## config.mk

```make
export PLATFORM = sky130hd
export DESIGN_NAME = ifetch_queue
export DESIGN_NICKNAME = d
export VERILOG_FILES = /design/src/rtl/ifetch_pkg.sv /design/src/rtl/fetch_fifo.sv /design/src/rtl/ifetch_queue.sv
export SDC_FILE = /design/constraint.sdc
export NUM_CORES = 1
export LEC_CHECK = 0
export BUFFER_PORTS_ARGS = -buffer_cell sky130_fd_sc_hd__buf_2
export CORE_ASPECT_RATIO = 0.5
export CORE_MARGIN = 2
export CORE_UTILIZATION = 58
export CTS_CLUSTER_SIZE = 25
export DETAILED_ROUTE_END_ITERATION = 12
export HOLD_SLACK_MARGIN = 0.08
export PLACE_DENSITY_LB_ADDON = 0.12
export SLEW_MARGIN = 20
export SYNTH_ARGS = -nofsm -noshare
export SYNTH_HDL_FRONTEND = slang
export SYNTH_SLANG_ARGS = --single-unit
```

## constraint.sdc

```tcl
create_clock -name clk -period 9.3 [get_ports clk]
set_input_delay 1.395 -clock clk [delete_from_list [all_inputs] [get_ports clk]]
set_output_delay 1.395 -clock clk [all_outputs]
set_load 0.1 [all_outputs]
```

## src/rtl/ifetch_pkg.sv

```systemverilog
// Shared types and default parameters for the instruction-fetch front end.
package ifetch_pkg;

  localparam logic [31:0] RESET_PC_DEF  = 32'h0000_0000;
  localparam logic [31:0] ROM_BYTES_DEF = 32'd65536;

  typedef enum logic [1:0] {
    BOOT = 2'd0,
    RUN  = 2'd1,
    HALT = 2'd2
  } fetch_state_t;

  typedef struct packed {
    logic [31:0] pc;
    logic [31:0] inst;
  } fq_entry_t;

endpackage

```

## src/rtl/fetch_fifo.sv

```systemverilog
// Small synchronous FIFO of fetched {pc, inst} entries with flush; the head
// output holds its last shown value while the queue is empty.
module fetch_fifo
  import ifetch_pkg::*;
#(
  parameter int DEPTH = 4,
  localparam int PTR_W = $clog2(DEPTH),
  localparam int CNT_W = PTR_W + 1
) (
  input  logic             clk,
  input  logic             rst,
  input  logic             push,
  input  logic             pop,
  input  logic             flush,
  input  fq_entry_t        din,
  output fq_entry_t        head,
  output logic [CNT_W-1:0] count
);

  fq_entry_t        mem [DEPTH];
  fq_entry_t        last;
  logic [PTR_W-1:0] rd_ptr;
  logic [PTR_W-1:0] wr_ptr;
  logic             empty;
  logic             full;
  logic             do_pop;
  logic             do_push;

  assign empty   = (count == '0);
  assign full    = (count == CNT_W'(DEPTH));
  assign do_pop  = pop & ~empty;
  // A full queue still accepts a push when its head leaves on the same edge.
  assign do_push = push & (~full | do_pop);

  assign head = empty ? last : mem[rd_ptr];

  always_ff @(posedge clk) begin
    if (do_push && !flush) begin
      mem[wr_ptr] <= din;
    end
  end

  always_ff @(posedge clk or posedge rst) begin
    if (rst) begin
      rd_ptr <= '0;
      wr_ptr <= '0;
      count  <= '0;
      last   <= '0;
    end else begin
      last <= head;
      if (flush) begin
        rd_ptr <= '0;
        wr_ptr <= '0;
        count  <= '0;
      end else begin
        if (do_pop) begin
          rd_ptr <= rd_ptr + PTR_W'(1);
        end
        if (do_push) begin
          wr_ptr <= wr_ptr + PTR_W'(1);
        end
        count <= count + CNT_W'(do_push) - CNT_W'(do_pop);
      end
    end
  end

endmodule

```

## src/rtl/ifetch_queue.sv

```systemverilog
// Instruction-fetch front end: drives the ROM fetch port, queues returned
// instructions for decode, and handles redirects and out-of-range halts.
module ifetch_queue
  import ifetch_pkg::*;
#(
  parameter logic [31:0] RESET_PC  = RESET_PC_DEF,
  parameter logic [31:0] ROM_BYTES = ROM_BYTES_DEF,
  parameter int          DEPTH     = 4
) (
  input  logic        clk,
  input  logic        rst,
  output logic [31:0] imem_addr,
  input  logic [31:0] imem_inst,
  input  logic        redirect_valid,
  input  logic [31:0] redirect_pc,
  output logic        out_valid,
  output logic [31:0] out_pc,
  output logic [31:0] out_inst,
  input  logic        out_ready,
  output logic        fetch_fault
);

  localparam int          CNT_W    = $clog2(DEPTH) + 1;
  localparam logic [31:0] BOOT_PC  = RESET_PC & 32'hFFFF_FFFC;

  fetch_state_t     state;
  fetch_state_t     state_next;
  logic [31:0]      fetch_pc;
  logic [31:0]      fetch_pc_next;
  logic [31:0]      pc_plus4;
  logic             fault_next;
  logic             push;
  logic             pop;
  logic [CNT_W-1:0] count;
  fq_entry_t        head;
  fq_entry_t        din;

  assign imem_addr = fetch_pc;
  assign pc_plus4  = fetch_pc + 32'd4;
  assign out_valid = (count != '0);
  assign out_pc    = head.pc;
  assign out_inst  = head.inst;
  assign pop       = out_valid & out_ready;
  assign din       = '{pc: fetch_pc, inst: imem_inst};

  always_ff @(posedge clk or posedge rst) begin
    if (rst) begin
      state       <= BOOT;
      fetch_pc    <= BOOT_PC;
      fetch_fault <= 1'b0;
    end else begin
      state       <= state_next;
      fetch_pc    <= fetch_pc_next;
      fetch_fault <= fault_next;
    end
  end

  always_comb begin
    state_next    = state;
    fetch_pc_next = fetch_pc;
    fault_next    = fetch_fault;
    push          = 1'b0;
    if (redirect_valid) begin
      state_next    = RUN;
      fetch_pc_next = redirect_pc & 32'hFFFF_FFFC;
      fault_next    = 1'b0;
    end else begin
      unique case (state)
        BOOT: begin
          if (fetch_pc >= ROM_BYTES) begin
            state_next = HALT;
            fault_next = 1'b1;
          end else begin
            state_next = RUN;
          end
        end
        RUN: begin
          if (fetch_pc >= ROM_BYTES) begin
            state_next = HALT;
            fault_next = 1'b1;
          end else if ((count != CNT_W'(DEPTH)) || pop) begin
            push          = 1'b1;
            fetch_pc_next = pc_plus4;
            // Stop as soon as the next fetch would leave the ROM.
            if (pc_plus4 >= ROM_BYTES) begin
              state_next = HALT;
              fault_next = 1'b1;
            end
          end
        end
        HALT: begin
          state_next = HALT;
        end
        default: begin
          state_next = HALT;
        end
      endcase
    end
  end

  fetch_fifo #(
    .DEPTH(DEPTH)
  ) u_fifo (
    .clk  (clk),
    .rst  (rst),
    .push (push),
    .pop  (pop),
    .flush(redirect_valid),
    .din  (din),
    .head (head),
    .count(count)
  );

endmodule

```

---- Word level (Yosys, flattened, before mapping) ----
Memory sizes are Yosys's and may differ from the RTL's.
Index checks and enable logic that the tools add are counted.
word-level totals
  flip-flop bits (word level) ............. 106
  RAM bits ................................ 256
  input bits .............................. 68
  output and inout bits ................... 98
  logic and storage cells ................. 71
  memories kept ........................... 1
cells by class
  $add $sub $neg .......................... 5
  $lt $le $gt $ge ......................... 2
  eq/ne operators ......................... 7
  multiplexer cells ....................... 28
  bitwise operators ....................... 6
  reductions and logical operators ........ 14
memory list
  name        words  bits a word  read ports  clocked after memory_dff  wr ports  line              text
  u_fifo.mem  4      64           1           0                         1         fetch_fifo.sv:20  fq_entry_t mem [DEPTH];
operators by type and width
  operator                                                             count
  two-way mux 32 bit                                                   4
  greater-or-equal comparator 32 x 17 -> 1 bit, second input constant  2
  two-way mux 64 bit                                                   1
  adder 32 x 3 -> 32 bit, second input constant                        1
  two-way mux 2 bit                                                    9
  two-way mux 1 bit                                                    11
  inequality test 4 bit, second input constant                         2
  nonzero test 2 bit                                                   4
  inequality test 3 bit, second input constant                         2
  nonzero test 3 bit                                                   2
  adder 2 x 1 -> 2 bit, second input constant                          2
  case mux 2 bit (2 select lines)                                      1
  AND reduction 4 bit                                                  1
  adder 3 x 1 -> 3 bit                                                 1
  AND 1 bit                                                            3
  equality test 3 bit, second input constant                           1
  logical NOT 3 bit                                                    1
  two-way mux 3 bit                                                    1
  AND reduction 3 bit                                                  1
  subtractor 3 x 1 -> 3 bit                                            1
  equality test 2 x 1 -> 1 bit, second input constant                  1
  logical NOT 2 bit                                                    1
  inequality test 2 bit, second input constant                         1
  NOT 1 bit                                                            2
  6 further kinds                                                      6

---- Logic depth before layout (Yosys ltp) ----
Gate-level depths: netlist of the first run.
  word-level depth ........................ 11
  depth in mapped cells ................... 10
  gate-level depth less buffers ........... 10

---- Modules after synthesis ----
Synthesis of the first run repeated with hierarchy kept, for this count alone.
second synthesis, totals
  cells, all modules ...................... 703
  area total of the unflattened synthesis .. 13857.0 sq um
modules (own cells, without submodules)
  module        times used  cells each  area each (sq um)  sequential area each (sq um)
  fetch_fifo    1           517         12049.1            9464.1
  ifetch_queue  1           186         1808.0             825.8

---- Worst setup path after synthesis of the first run ----
OpenSTA, ideal clock, no wires.
  kind .................................... input-to-reg
  start point ............................. input out_ready
  end point ............................... memory u_fifo.mem[0][0] (netlist bit), enable pin
  library setup time ...................... 0.571 ns
  arrival time ............................ 6.603 ns
  required time ........................... 8.729 ns
  slack ................................... 2.126 ns
  stages .................................. 5
  path buffers ............................ 1
  cell sequence ........................... or4b_1 > and4_1 > buf_2 > nand2_1 > nor3b_1
on the way
  word-level cells in the longest chain between the ends .. 10
  elaborated cells on any way between the ends .. 12
  classes of those cells .................. mux (6); bitwise (4); reduce/logical (2)
ends and longest elaborated chain
  element                                    line                text
  start, declared                            ifetch_queue.sv:19  input logic out_ready,
  AND 1 bit *                                ifetch_queue.sv:43  assign pop = out_valid & out_ready;
  logical OR 1 bit                           ifetch_queue.sv:81  end else if ((count != CNT_W'(DEPTH)) || pop) begin
  two-way mux 1 bit                          ifetch_queue.sv:81
  two-way mux 1 bit                          ifetch_queue.sv:78  if (fetch_pc >= ROM_BYTES) begin
  two-way mux 1 bit                          ifetch_queue.sv:68  unique case (state)
  two-way mux 1 bit                          ifetch_queue.sv:63  if (redirect_valid) begin
  AND 1 bit *                                fetch_fifo.sv:33    assign do_push = push & (~full | do_pop);
  logical AND 1 bit *                        fetch_fifo.sv:38    if (do_push && !flush) begin
  two-way mux 1 bit *                        fetch_fifo.sv:38
  two-way mux 1 bit (implied by the code) *  fetch_fifo.sv:39    mem[wr_ptr] <= din;
  end, declared                              fetch_fifo.sv:20
Mark *: on every way between the ends. The rest lies on a longest branch, timed or not.

---- Worst setup path after layout of the first run ----
  start point ............................. register u_fifo.count[1]
  end point ............................... output out_inst[2]
on the way
  word-level cells in the longest chain between the ends .. 2
ends and longest elaborated chain
  element                 line                text
  start, declared         fetch_fifo.sv:17    output logic [CNT_W-1:0] count
  start signal, assigned  fetch_fifo.sv:62    count <= count + CNT_W'(do_push) - CNT_W'(do_pop);
  logical NOT 3 bit       fetch_fifo.sv:29    assign empty = (count == '0);
  two-way mux 64 bit      fetch_fifo.sv:35    assign head = empty ? last : mem[rd_ptr];
  end, declared           ifetch_queue.sv:18  output logic [31:0] out_inst,
Every way passes these cells.

==> results of run 1 <==
## metrics by stage
| stage | area (µm²) | util (%) | worst slack, ps | hold WS (ps) |
|---|---|---|---|---|
| 3_3_place_gp | 14630 | 64.05 | 5160 | 441.3 |
| 4_1_cts | 15480 | 67.80 | 4538 | 463.0 |
| 6_report | 15480 | 67.80 | 4610 | 458.9 |
| 5_1_grt | 15480 | 67.80 | 4397 | 481.3 |
| 3_5_place_dp | 14630 | 64.05 | 5158 | 448.2 |
| 2_1_floorplan | 13500 | - | 2126 | 505.7 |
## cell usage in the layout, fill, tap and decap left out, types with 14 or more instances in the layout
cell and count:
buf_2 161, dfrtp_1 102, nand2_1 190, nor2_1 22, edfxtp_1 248, mux2_2 16, a31oi_1 15, mux4_2 62
nand3_1 14, clkbuf_16 29
## registers in the layout, summed over array words and instances, names as in the netlist
register	count
u_fifo.wr_ptr	2
u_fifo.last	64
fetch_fault	1
u_fifo.count	3
u_fifo.mem	248
u_fifo.rd_ptr	2
state	2
imem_addr	30
## kinds of logic after synthesis
logic type	count (synthesis)	share of synthesized area, %
flip-flops	352	74.47
XOR/XNOR	4	0.2596
multiplexers	78	11.68
adder cells (fa/ha/maj)	9	0.8901
AND/OR/NAND/NOR	271	9.095
other	1	0.02779
buffers and inverters	57	1.780
AO/OA/AOI/OAI	37	1.799
## per-layer routing
layer  up-vias  wire [µm]
li1       3357          -
met1      3773      11930
met2       216      12830
met3        38       1615
met4         0        444
met5         -          0
## synthesized netlist by cell type (all sizes together), types with 3 or more instances
cell	instances	share of area (%)
buf	19	0.72
and2	5	0.23
nand2	190	5.3
nor4	4	0.45
nand4	8	0.46
nor3b	4	0.22
or4	11	0.61
clkbuf	24	0.67
mux4	62	10
a31oi	15	0.70
nor3	4	0.15
a21oi	3	0.11
nand3	15	0.59
mux2	16	1.3
ha	8	0.74
inv	14	0.39
o31ai	10	0.56
nor2	22	0.61
edfxtp	248	55
dfrtp	104	19
o21ai	5	0.19
## tightest hold or removal path, cell delays in order, from the launching register on
cell	delay [ps]
dfrtp_1	320
nand2_1	40
nand2_1	60
## area by class of cell
class	instances	area, µm²	share of cell area (%)
Sequential cell	352	10060	64.95
Multi-Input combinational cell	401	3234	20.89
Timing Repair Buffer	173	895.9	5.786
Clock buffer	40	767.0	4.954
Tap cell	307	384.1	2.481
Clock inverter	13	90.09	0.5818
Inverter	14	55.05	0.3556
## path summary, 6_finish.rpt
kind	start	end	cells past startpoint
worst max-delay path	u_fifo.count[1]	out_inst[2]	7
worst min-delay path	u_fifo.last[31]	u_fifo.last[31]	2
worst max register to register	u_fifo.count[1]	u_fifo.count[2]	11
worst min register to register	u_fifo.last[31]	u_fifo.last[31]	2
max in group asynchronous	rst	u_fifo.rd_ptr[1]	3
min in group asynchronous	rst	u_fifo.last[16]	2
==> flow_summary.toml, run 1 <==
[outcome]
status = "finished clean"

[sta]
fin_skew_ps = 10.90
setup_tns_ps = 0
finalSetupViolCount = 0
max_slew_margin_pct = 32.65
worst_pin_slew_ps = 1010
period_minus_slack_ps = 4690
timing.final.crit_share_pct = 50.43
finalMaxSlewViolations = 0
max_freq_ghz = 0.2132
rsz0062_at_grt = "false"
hold_viol = 0

[critical_path]
critPathRequiredTime_ps = 7910
critPathTopFamily = "buffers and inverters"
cp.arrival_ps = 3300
r2r_setup_slack_ps = 5960
cpMaxStageDelayCell = "buf_4"
cp_num_buf_inv = 4
start_kind = "flip-flop"
cp_max_fo = 65
crit_type = "flip-flop to output port"
endpoint_kind = "output port"
cp_slowest_stage_delay_ps = 660
cp_cell_sequence = "nor3_2 -> buf_4 -> inv_2 -> buf_4 -> nand2_1 -> nand2_1 -> buf_2"

[floorplanning]
initial_core_util_pct = 59.09
row_count = 39
die_w_um = 219.7
io_pins = 166
core-area_um2 = 22840
die_area_um2 = 24580
die_h_um = 111.9

[placement]
gp_congestion = 0.7641
dp.final_hpwl_um = 15650
io_buffers = 161
placed_cells = 1247

[route]
wl_per_cell_um = 20.63
vias_per_cell = 5.680
wl_um = 26820
drtPass1Iterations = 5
ant_nets = 0
first_iter_violations = 500
drc = 0
num_vias = 7384

[global_routing]
antenna_found_initial = 0
met1_usage_pct = 33.22
grtUsageMet3_pct = 4.180
grt-ovfl-total = 0
grt_usage_pct = 22.65
grt_max_degree = 66
grtUsageMet2_pct = 36.35
first_global_vias = 7630
grt-busiest-layer = "met2"
grt_pass1_wl_um = 42100

[clocking]
cts_made_buffers = 29
cts_setup_buffers = 0
cts_tree = "done"
clock_latency_ps = 550
htreeDepth = 1
cts_hold_buffers = 0
cts.root.buffer_cell = "clkbuf_16"
cts-resized-gates = 0
clockBufferDepth = 3
clock_sinks = 352
clkTransAtPathRegs_ps = 70

[final_layout]
drive_gt1_share_pct = 30.82
diodes = 0
instances_no_fill = 1300
layout.nets = 1048
fillCellCount = 1592
areaGrowthSynthToFinish_pct = 14.73

[min_path]
hold_path.class = "flip-flop to flip-flop"

[yosys]
synth_ff_type = "edfxtp_1"
syn_area_um2 = 13500
synthCells = 809
syn_area_per_cell_um2 = 16.68
synth_edf_count = 248
seq_area_frac_synth_pct = 74.47
ys_ff_latch = 352
synthArstFlopShare_pct = 29.55
synth.distinct_cells = 43
ys.warnings.count = 0

[job]
drv_cap = 0
Power of run 1 is left out: the tool's default activity adds up to more than one toggle a clock period on the data nets, which glitch-free logic cannot reach.
==> run 2: changes to the inputs <==
- clock period: 9.3 -> 4.91 ns (I/O delays scaled with it)
==> run 2 against run 1 <==
  * Die area did not move
  * Sequential share of layout area down 0.62 points
  * Via count shrank 0.57%
  * Sequential cell count stayed put
  * Setup slack got worse by 3300 ps
  * Final cell count down 0.23%
  * Worst hold slack lost 180 ps
  * Clock skew grew 3.6 ps
  * Global-route usage fell by 0.22 points
  * Register-to-register slack got worse by 4200 ps
  * Utilization rose by 0.65 points
  * Largest cell class unchanged
==> flow_summary.toml, run 2 (synthesis results as in run 1) <==
[final_layout]
drive_gt1_share_pct = 31.41
diodes = 0
regMostFlops = "u_fifo.mem"
instances_no_fill = 1297
largest_register_ffs = 248
areaGrowthSynthToFinish_pct = 15.84
layout_common_cells = "248 x edfxtp_1, 190 x nand2_1, 161 x buf_2, 102 x dfrtp_1, 62 x mux4_2"
layout.nets = 1046
final_common_cell = "edfxtp_1"

[sta]
rsz0062_at_grt = "false"
max_freq_ghz = 0.2796
fin_ws_ps = 1333
timing.final.crit_share_pct = 72.85
hold_viol = 0
finalMaxSlewViolations = 0
worst_pin_slew_ps = 985.2
finalSetupViolCount = 0
fin_skew_ps = 14.47
period_minus_slack_ps = 3577
max_slew_margin_pct = 34.32

[clocking]
cts_tree = "done"
cts_hold_buffers = 0
cts_setup_buffers = 0
clock_sinks = 352
clock_latency_ps = 560
htreeDepth = 1
cts-resized-gates = 0
clkTransAtPathRegs_ps = 70
cts_made_buffers = 29
clockBufferDepth = 3
cts.root.buffer_cell = "clkbuf_16"

[critical_path]
cpMaxStageDelayCell = "dfrtp_4"
crit-reg2reg-capture = "u_fifo.mem[2][58]"
r2r_cells = 5
cp_num_buf_inv = 2
crit_type = "flip-flop to output port"
cp_cell_sequence = "buf_12 -> mux4_2 -> nand2_1 -> nand2_1 -> buf_2"
worst_path_most_repeated_cell = "nand2_1"
critPathTopFamily = "flip-flops"
reg2reg_from = "imem_addr[22]"
endpoint_kind = "output port"
critPathRequiredTime_ps = 4170
cp_slowest_stage_delay_ps = 790
cp_max_fo = 39
start_kind = "flip-flop"
r2r_setup_slack_ps = 1780
cp.arrival_ps = 2840

[floorplanning]
die_h_um = 111.9
die_w_um = 219.7
row_count = 39
io_pins = 166
die_area_um2 = 24580
core-area_um2 = 22840
initial_core_util_pct = 59.09

[global_routing]
grtUsageMet2_pct = 36.33
grtUsageMet3_pct = 3.852
met1_usage_pct = 33.36
antenna_found_initial = 0
first_global_vias = 7539
grt-busiest-layer = "met2"
grt_pass1_wl_um = 41770
grt_usage_pct = 22.43
grt-ovfl-total = 0
grt_max_degree = 65

[route]
first_iter_violations = 662
drtPass1Iterations = 5
drc = 0
num_vias = 7342
wl_per_cell_um = 20.53
wl_um = 26620
ant_nets = 0
vias_per_cell = 5.661

[job]
drv_cap = 0

[placement]
gp_congestion = 0.7642
dp.final_hpwl_um = 15220
placed_cells = 1245
dp_slack_ps = 1693
io_buffers = 161

[min_path]
hold_path.class = "input port to async pin"

[outcome]
status = "finished clean"
## run 2: cell types whose count changed in the layout (fill, tap and decap cells not counted)
cell        change
buf_12          +5
clkinv_1        -3
inv_6           +1
clkbuf_8        +6
clkbuf_1        -5
buf_4           -7
clkinvlp_4      -2
clkbuf_16       +1
bufinv_16       +1
## run 2: routing by layer
layer	part of all wire, %	wire length, µm	vias to the layer above
li1	-	-	3354
met1	45	11930	3767
met3	5.2	1379	27
met2	49	12970	194
met4	1.3	346	0
met5	0	0	-
## run 2: how the worst max path moves through the flow
| stage | start | end | slack [ps] | depth (start not counted) |
|---|---|---|---|---|
| 3_3_place_gp | out_ready | u_fifo.mem[0][13] | 1720 | 6 |
| 5_1_grt | u_fifo.rd_ptr[0] | out_pc[14] | 1120 | 5 |
| 3_5_place_dp | out_ready | u_fifo.mem[1][25] | 1690 | 6 |
| 6_report | u_fifo.rd_ptr[0] | out_pc[14] | 1330 | 5 |
| 2_1_floorplan | imem_addr[22] | u_fifo.mem[0][0] | -2060 | 5 |
| 4_1_cts | u_fifo.rd_ptr[0] | out_pc[14] | 1270 | 5 |
## run 2: per-stage QoR
stage	TNS, ps	util, %	cell area [µm²]	hold WS [ps]
finish	0	68.45	15630	282.4
global route	0	68.45	15630	328.5
CTS	0	68.45	15630	305.9
detailed placement	0	64.26	14670	448.3
global placement	0	64.26	14670	440.3
floorplan	-511710	-	13500	505.7
## run 2: layout make-up
class / count / area [µm²]
clock buffers: 42 / 855.8
repair buffers: 171 / 943.4
clock inverters: 10 / 102.6
well taps: 307 / 384.1
fillers: 1550 / 7204
flip-flops and latches: 352 / 10060
inverters: 14 / 55.05
multi-input cells: 401 / 3234
## run 2: worst register-to-register path, stage by stage (launching register included)
cell and delay (ps):
dfrtp_1 470, nor4_2 480, and3_1 430, nand2_1 240
nor3b_2 700, buf_12 400
Power of run 2 is left out for the same reason.
